$ cat config.mk
export PLATFORM = sky130hd
export DESIGN_NAME = shift8_byte_fifo_flat
export DESIGN_NICKNAME = d
export VERILOG_FILES = /design/src/rtl/shift8_byte_fifo_pkg.sv /design/src/rtl/shift8_byte_fifo_if.sv /design/src/rtl/shift8_byte_fifo_wrap_ptr.sv /design/src/rtl/shift8_byte_fifo.sv /design/src/flat_wrapper.sv
export SDC_FILE = /design/constraint.sdc
export NUM_CORES = 1
export LEC_CHECK = 0
export BUFFER_PORTS_ARGS = -buffer_cell sky130_fd_sc_hd__buf_4
export CAP_MARGIN = 20
export CORE_UTILIZATION = 55
export DETAILED_ROUTE_END_ITERATION = 10
export PLACE_DENSITY = 0.79
export SLEW_MARGIN = 20
export SYNTH_ARGS = -nofsm -noshare
export SYNTH_HDL_FRONTEND = slang
export SYNTH_SLANG_ARGS = --single-unit
$ cat constraint.sdc
create_clock -name clk -period 2.5 [get_ports clk]
set_input_delay 0.125 -clock clk [delete_from_list [all_inputs] [get_ports clk]]
set_output_delay 0.125 -clock clk [all_outputs]
set_load 0.1 [all_outputs]
$ cat src/rtl/shift8_byte_fifo_pkg.sv
// ============================================================================
// Module   : shift8_pkg
// Brief    : Shared constants and sizing helpers for the shift8 byte FIFO.
// Revision : 1.0 - initial release
// ============================================================================
`default_nettype none

package shift8_pkg;

  localparam int WIDTH_DEF = 8;
  localparam int DEPTH_DEF = 4;

  // Smallest r with 2**r >= value; used for pointer and occupancy widths.
  function automatic int clog2(input int value);
    int r;
    r = 0;
    for (int i = 0; i < 31; i++) begin
      if ((32'sd1 <<< i) < value) r = i + 1;
    end
    return r;
  endfunction

  // Occupancy must represent 0..depth inclusive.
  function automatic int cnt_width(input int depth);
    return clog2(depth + 1);
  endfunction

  localparam int CNT_W_DEF = cnt_width(DEPTH_DEF);

endpackage

`default_nettype wire

$ cat src/rtl/shift8_byte_fifo_if.sv
// ============================================================================
// Module   : shift8_byte_fifo_if
// Brief    : Upstream byte strobe and downstream valid/ready bundle.
// Revision : 1.0 - initial release
// ============================================================================
`default_nettype none

interface shift8_byte_fifo_if #(
  parameter int WIDTH = 8
);

  logic             in_valid;
  logic [WIDTH-1:0] in_data;
  logic             in_ready;
  logic             out_valid;
  logic [WIDTH-1:0] out_data;
  logic             out_ready;

  // FIFO side
  modport slave (
    input  in_valid,
    input  in_data,
    output in_ready,
    output out_valid,
    output out_data,
    input  out_ready
  );

  // Producer/consumer side
  modport master (
    output in_valid,
    output in_data,
    input  in_ready,
    input  out_valid,
    input  out_data,
    output out_ready
  );

endinterface

`default_nettype wire

$ cat src/rtl/shift8_byte_fifo_wrap_ptr.sv
// ============================================================================
// Module   : shift8_wrap_ptr
// Brief    : Mod-DEPTH pointer with enable; DEPTH is a power of two so the
//            pointer wraps by natural overflow.
// Revision : 1.0 - initial release
// ============================================================================
`default_nettype none

module shift8_wrap_ptr
  import shift8_pkg::*;
#(
  parameter  int DEPTH = DEPTH_DEF,
  localparam int PTR_W = clog2(DEPTH)
) (
  input  logic             clk,
  input  logic             resetn,
  input  logic             en,
  output logic [PTR_W-1:0] ptr
);

  logic [PTR_W-1:0] ptr_q;
  logic [PTR_W-1:0] ptr_d;

  always_comb begin
    ptr_d = ptr_q;
    if (en) ptr_d = ptr_q + PTR_W'(1);
  end

  always_ff @(posedge clk or negedge resetn) begin
    if (!resetn) ptr_q <= '0;
    else         ptr_q <= ptr_d;
  end

  assign ptr = ptr_q;

endmodule

`default_nettype wire

$ cat src/rtl/shift8_byte_fifo.sv
// ============================================================================
// Module   : shift8_byte_fifo
// Brief    : First-word-fall-through byte FIFO behind the shift stage; drops
//            and flags bytes offered while full.
//            Optional: SHIFT8_FIFO_DROPCNT_EN adds a saturating drop counter.
// Revision : 1.0 - initial release
// ============================================================================
`default_nettype none

module shift8_byte_fifo
  import shift8_pkg::*;
#(
  parameter  int WIDTH = WIDTH_DEF,
  parameter  int DEPTH = DEPTH_DEF,
  localparam int PTR_W = clog2(DEPTH),
  localparam int CNT_W = cnt_width(DEPTH)
) (
  input  logic                 clk,
  input  logic                 resetn,
  shift8_byte_fifo_if.slave    bus,
  output logic [CNT_W-1:0]     count,
`ifdef SHIFT8_FIFO_DROPCNT_EN
  output logic [7:0]           drop_cnt,
`endif
  output logic                 overflow
);

  logic [PTR_W-1:0] wr_ptr;
  logic [PTR_W-1:0] rd_ptr;
  logic [CNT_W-1:0] count_q;
  logic [CNT_W-1:0] count_d;
  logic [WIDTH-1:0] mem_q [DEPTH];
  logic [WIDTH-1:0] mem_d [DEPTH];
  logic             full;
  logic             empty;
  logic             push;
  logic             pop;
  logic             drop;

  // Full is taken from the pre-edge count, so a same-cycle pop never frees a slot.
  always_comb begin
    full  = (count_q == CNT_W'(DEPTH));
    empty = (count_q == '0);
    push  = bus.in_valid && !full;
    pop   = !empty && bus.out_ready;
    drop  = bus.in_valid && full;
  end

  always_comb begin
    count_d = count_q;
    case ({push, pop})
      2'b10:   count_d = count_q + CNT_W'(1);
      2'b01:   count_d = count_q - CNT_W'(1);
      default: count_d = count_q;
    endcase
  end

  always_comb begin
    mem_d = mem_q;
    if (push) mem_d[wr_ptr] = bus.in_data;
  end

  shift8_wrap_ptr #(.DEPTH(DEPTH)) u_wr_ptr (
    .clk    (clk),
    .resetn (resetn),
    .en     (push),
    .ptr    (wr_ptr)
  );

  shift8_wrap_ptr #(.DEPTH(DEPTH)) u_rd_ptr (
    .clk    (clk),
    .resetn (resetn),
    .en     (pop),
    .ptr    (rd_ptr)
  );

  always_ff @(posedge clk or negedge resetn) begin
    if (!resetn) count_q <= '0;
    else         count_q <= count_d;
  end

  // Storage contents are don't-care after reset; emptiness masks them.
  always_ff @(posedge clk) begin
    mem_q <= mem_d;
  end

`ifdef SHIFT8_FIFO_DROPCNT_EN
  logic [7:0] drop_cnt_q;
  logic [7:0] drop_cnt_d;

  always_comb begin
    drop_cnt_d = drop_cnt_q;
    if (drop && (drop_cnt_q != 8'hFF)) drop_cnt_d = drop_cnt_q + 8'd1;
  end

  always_ff @(posedge clk or negedge resetn) begin
    if (!resetn) drop_cnt_q <= '0;
    else         drop_cnt_q <= drop_cnt_d;
  end

  assign drop_cnt = drop_cnt_q;
  assign overflow = (drop_cnt_q != 8'h00);
`else
  logic overflow_q;
  logic overflow_d;

  always_comb begin
    overflow_d = overflow_q | drop;
  end

  always_ff @(posedge clk or negedge resetn) begin
    if (!resetn) overflow_q <= 1'b0;
    else         overflow_q <= overflow_d;
  end

  assign overflow = overflow_q;
`endif

  assign count         = count_q;
  assign bus.in_ready  = !full;
  assign bus.out_valid = !empty;
  assign bus.out_data  = empty ? '0 : mem_q[rd_ptr];

endmodule

`default_nettype wire

$ cat src/flat_wrapper.sv
// flat-port wrapper written by rule: the top's interface ports become plain ports
module shift8_byte_fifo_flat import shift8_pkg::*;
#(
  parameter  int WIDTH = WIDTH_DEF,
  parameter  int DEPTH = DEPTH_DEF,
  localparam int PTR_W = clog2(DEPTH),
  localparam int CNT_W = cnt_width(DEPTH)
)
  (clk, resetn, count, overflow, bus_in_valid, bus_in_data, bus_in_ready, bus_out_valid, bus_out_data, bus_out_ready);
  shift8_byte_fifo_if #(.WIDTH(WIDTH)) bus_i ();
  input  logic clk;
  input  logic resetn;
  output logic [CNT_W-1:0] count;
  output logic overflow;
  input wire logic [$bits(bus_i.in_valid)-1:0] bus_in_valid;
  input wire logic [$bits(bus_i.in_data)-1:0] bus_in_data;
  output wire logic [$bits(bus_i.in_ready)-1:0] bus_in_ready;
  output wire logic [$bits(bus_i.out_valid)-1:0] bus_out_valid;
  output wire logic [$bits(bus_i.out_data)-1:0] bus_out_data;
  input wire logic [$bits(bus_i.out_ready)-1:0] bus_out_ready;
  assign bus_i.in_valid = bus_in_valid;
  assign bus_i.in_data = bus_in_data;
  assign bus_in_ready = bus_i.in_ready;
  assign bus_out_valid = bus_i.out_valid;
  assign bus_out_data = bus_i.out_data;
  assign bus_i.out_ready = bus_out_ready;
  shift8_byte_fifo #(.WIDTH(WIDTH), .DEPTH(DEPTH)) u_core (.clk(clk), .resetn(resetn), .bus(bus_i), .count(count), .overflow(overflow));
endmodule
==> results of run 1 <==
[stage by stage]
step	cell area (um^2)	utilization (%)	hold WS (ps)
floorplan	1690	-	-171
global placement	1890	66.7	-52.7
global route	2040	72.1	37.7
finish	2040	72.1	46.3
detailed placement	1890	66.7	-45.3
CTS	2040	72.1	43.0
[worst reg2reg max path: stages (launching register included)]
cell,delay [ps]
dfrtp_1,460
or3_4,490
and2_4,200
ha_1,210
inv_1,70
fa_1,400
o21ai_0,150
[cell type report]
| cell class | count | area share [%] |
|---|---|---|
| flip-flops and latches | 40 | 57.0 |
| multi-input cells | 42 | 23.2 |
| repair buffers | 35 | 14.1 |
| well taps | 31 | 1.90 |
| clock buffers | 5 | 1.84 |
| inverters | 7 | 1.29 |
| clock inverters | 3 | 0.675 |
[final timing paths]
path	cells after the start	end	slack (ps)
worst max-delay path	3	bus_out_data[2]	300
worst min-delay path	3	u_core.u_rd_ptr.ptr[1]	50
worst max register to register	6	u_core.count[1]	440
worst min register to register	1	u_core.overflow	470
max in group asynchronous	2	u_core.count[2]	2220
min in group asynchronous	2	u_core.u_rd_ptr.ptr[0]	140
[cells by family after synthesis]
logic type | count (synthesis) | synth area share [%]
flip-flops | 40 | 68.8
AND/OR/NAND/NOR | 19 | 7.93
buffers and inverters | 10 | 3.19
multiplexers | 9 | 11.3
XOR/XNOR | 6 | 3.11
adder cells (fa/ha/maj) | 6 | 4.89
AO/OA/AOI/OAI | 2 | 0.741
[state kept, by name, summed over array words and instances (netlist names)]
name,cells
u_core.count,3
u_core.overflow,1
u_core.u_wr_ptr.ptr,2
u_core.u_rd_ptr.ptr,2
u_core.mem_q,32
[layer usage]
| metal | wire [um] | share of wire [%] | vias to the layer above |
|---|---|---|---|
| met2 | 1400 | 51 | 18 |
| met3 | 90 | 3.3 | 8 |
| met5 | 0 | 0 | - |
| met1 | 1160 | 43 | 433 |
| li1 | - | - | 411 |
| met4 | 70 | 2.6 | 0 |
[synthesized netlist by cell type, drive strengths merged]
cell     n
ha       5
edfxtp  32
o21ai    1
nor3b    1
inv      7
fa       1
nand3    1
xnor2    3
nand2    1
nor2     1
and2    13
a21o     1
or3      1
mux2     1
nor2b    1
clkbuf   1
xor2     3
dfrtp    8
buf      2
mux4     8
==> flow_summary.yaml, run 1 <==
logic_synthesis:
  synth.top_cell.area_share_pct: 56.9
  ys_types: 21
  ys_top_cells_by_area: "edfxtp_1, dfrtp_1, mux4_2"
  synth_cells: 92
  synth_nets: 110
  syn_area_um2: 1690
  seq_area_frac_synth_pct: 68.8
  ys_warn_count: 0
  yosys_register_bits: 40
  avgSynthCellArea_um2: 18.3
  yosys.area.top_type: "edfxtp_1"
final_layout:
  syn2layout_area_growth_pct: 20.8
  final_common_cell: "edfxtp_1"
  final_cell_mix: "edfxtp_1, buf_4, and2_1, dlygate4sd3_1, mux4_2"
  stdcell_count: 163
  multi_input_area_um2: 473
  diodes: 0
  drive_gt1_share_pct: 35.6
  layout.nets: 149
  n_fill_cell: 181
  regArea_um2: 1160
placement:
  dpl.hpwl_um: 1860
  gp_congestion: 0.772
  numPortBuffers: 25
  dp.cells: 145
  pre_cts_ws_ps: 463
detailed_routing:
  routed_via_density: 5.34
  wirelength_um: 2720
  drc_errors: 1
  wl_per_cell_um: 16.7
  ant_nets: 0
  first_pass_iters: 7
  num_vias: 870
  drt_iter0_drc: 19
floorplanning:
  dieHeight_um: 57.4
  die_w_um: 57.4
  initial_utilization_pct: 59.7
  pin_count: 26
  die_area_um2: 3290
  rows: 19
  coreArea_um2: 2830
grt:
  antenna_found_initial: 0
  overflow: 0
  grt_max_degree: 13
  top_usage_layer: "met2"
  grt_use_met2_pct: 30.6
  grt_pass1_vias: 881
  use_met3_pct: 4.99
  grt_use_total_pct: 18.9
  grt_pass1_wl_um: 4240
  use_met1_pct: 23.2
timing:
  period_needed_ps: 2200
  slew_headroom_pct: 59.3
  setup_ws_ps: 303
  finalHoldViolCount: 0
  skew_ps: 3.38
  finalSetupViolCount: 0
  rsz0062_at_grt: "no"
  tns_ps: 0
  period_share_pct: 87.9
  tightest_slew_ps: 611
  finalMaxSlewViolations: 0
  clock.fmax_ghz: 0.455
critical_path:
  startpoint: "u_core.u_rd_ptr.ptr[0]"
  path_max_fanout: 10
  critPathKind: "reg -> out"
  crit_slowest_cell: "dfrtp_1"
  cp_top_family: "flip-flops"
  start_kind: "flip-flop"
  cp.required_ps: 2380
  cp-end-kind: "output port"
  r2r_start: "u_core.count[0]"
  cp_slowest_stage_delay_ps: 750
  cp.arrival_ps: 2070
  timing.critical_path.buf_inv: 1
  path_cells: "mux4_2 -> and2_1 -> buf_4"
cts:
  insertion_delay_ps: 340
  cts-hold-fix-buffers: 10
  clockBufferDepth: 2
  cts-htree-levels: 2
  cts_root_buffer: "clkbuf_4"
  clk_pin_slew_ps: 110
  cts_setup_buffers: 0
  cts_buffers: 5
  cts.sinks: 40
  cts_tree: "built"
  ctsResizeCount: 0
job:
  maxCapViolations: 0
min_path:
  hp-start: "bus_out_ready"
  hold_path_class: "in -> reg"
outcome:
  status: "finished with violations"
  failed_checks: "DRC"
Power of run 1 is left out: the tool's default activity adds up to more than one toggle a clock period on the data nets, which glitch-free logic cannot reach.
==> inputs of run 2 (changes only) <==
Settings changed: TNS_END_PERCENT set to 20.
Clock period 2.5 ns to 2.2 ns, I/O delays scaled along.
==> flow_summary.yaml, run 2 (synthesis results as in run 1) <==
outcome:
  status: "completed"
critical_path:
  path_cells: "or3_4 -> and2_4 -> ha_1 -> inv_1 -> fa_1 -> o21ai_0"
  start_kind: "flip-flop"
  cp-end-kind: "flip-flop"
  path_max_fanout: 11
  cp.arrival_ps: 2320
  timing.critical_path.buf_inv: 1
  cp_top_family: "simple AND/OR/NAND/NOR gates"
  critPathKind: "reg -> reg"
  cp.required_ps: 2460
  cp_slowest_stage_delay_ps: 470
  crit_slowest_cell: "or3_4"
timing:
  tns_ps: 0
  rsz0062_at_grt: "no"
  finalHoldViolCount: 0
  clock.fmax_ghz: 0.485
  period_share_pct: 93.7
  finalSetupViolCount: 0
  finalMaxSlewViolations: 0
  slew_headroom_pct: 71.4
  period_needed_ps: 2060
  skew_ps: 3.49
  tightest_slew_ps: 429
detailed_routing:
  num_vias: 875
  ant_nets: 0
  drc_errors: 0
  first_pass_iters: 4
  wl_per_cell_um: 16.7
  wirelength_um: 2740
  drt_iter0_drc: 16
  routed_via_density: 5.34
grt:
  grt_max_degree: 12
  grt_use_total_pct: 19.8
  overflow: 0
  grt_pass1_wl_um: 4400
  antenna_found_initial: 0
  grt_pass1_vias: 854
cts:
  cts_buffers: 5
  cts_root_buffer: "clkbuf_4"
  cts-htree-levels: 2
  cts.sinks: 40
  cts_tree: "built"
  insertion_delay_ps: 340
  clk_pin_slew_ps: 100
  clockBufferDepth: 2
final_layout:
  largest_reg_flops: 32
  stdcell_count: 164
  final_cell_mix: "edfxtp_1, buf_4, and2_1, dlygate4sd3_1, mux4_2"
  fin_area_um2: 2050
  layout.nets: 150
  largest_register: "u_core.mem_q"
  syn2layout_area_growth_pct: 21.6
  drive_gt1_share_pct: 36.1
  diodes: 0
  final_util_pct: 72.6
  final_common_cell: "edfxtp_1"
placement:
  dpl.hpwl_um: 1880
  dp.cells: 146
  gp_congestion: 0.777
  numPortBuffers: 25
  placed_cell_area_um2: 1900
job:
  maxCapViolations: 0
floorplanning:
  initial_utilization_pct: 59.7
  die_area_um2: 3290
  pin_count: 26
  coreArea_um2: 2830
  rows: 19
  dieHeight_um: 57.4
  die_w_um: 57.4
min_path:
  hold_path_class: "in -> reg"
[run 2: repair_timing]
action / CTS / global route
setup endpoints to repair: 0 / 1
resized for setup: 0 / 1
hold buffers: 10 / 0
hold endpoints to repair: 41 / 0
buffers inserted: 0 / 0
[run 2: worst paths after layout]
path                                  from                      to  slack (ps)  cells after the start
min                          bus_out_ready  u_core.u_rd_ptr.ptr[1]          40                      3
min reg2reg                u_core.overflow         u_core.overflow         470                      1
min in group asynchronous           resetn  u_core.u_wr_ptr.ptr[1]         110                      2
max                        u_core.count[0]         u_core.count[1]         140                      6
max in group asynchronous           resetn         u_core.count[2]        1950                      2
max reg2reg                u_core.count[0]         u_core.count[1]         140                      6
[run 2: layer usage]
| layer | track usage (%) | vias up | part of all wire, % |
|---|---|---|---|
| li1 | - | 416 | - |
| met1 | 23.8 | 429 | 41 |
| met2 | 30.4 | 25 | 51 |
| met3 | 7.71 | 5 | 5.6 |
| met4 | 11.5 | 0 | 2.3 |
| met5 | 0 | - | 0 |
[run 2: tightest hold or removal path: cells and delay by family]
family | cells | cell delay, ps
simple gates | 1 | 60
xor+xnor | 1 | 50
buf+inv | 1 | 120
[run 2: per-stage QoR]
step	worst slack [ps]	hold slack, ps
4_1_cts	134	10.4
5_1_grt	24.1	23.1
3_5_place_dp	165	-64.7
2_1_floorplan	1.57	-186
6_report	139	35.7
3_3_place_gp	233	-66.6
[run 2: layout make-up]
type / instances / area (um^2)
repair buffers: 36 / 295
fillers: 186 / 776
clock buffers: 7 / 45.0
well taps: 31 / 38.8
clock inverters: 1 / 3.75
multi-input cells: 42 / 479
flip-flops and latches: 40 / 1160
inverters: 7 / 26.3
Power of run 2 is left out for the same reason.
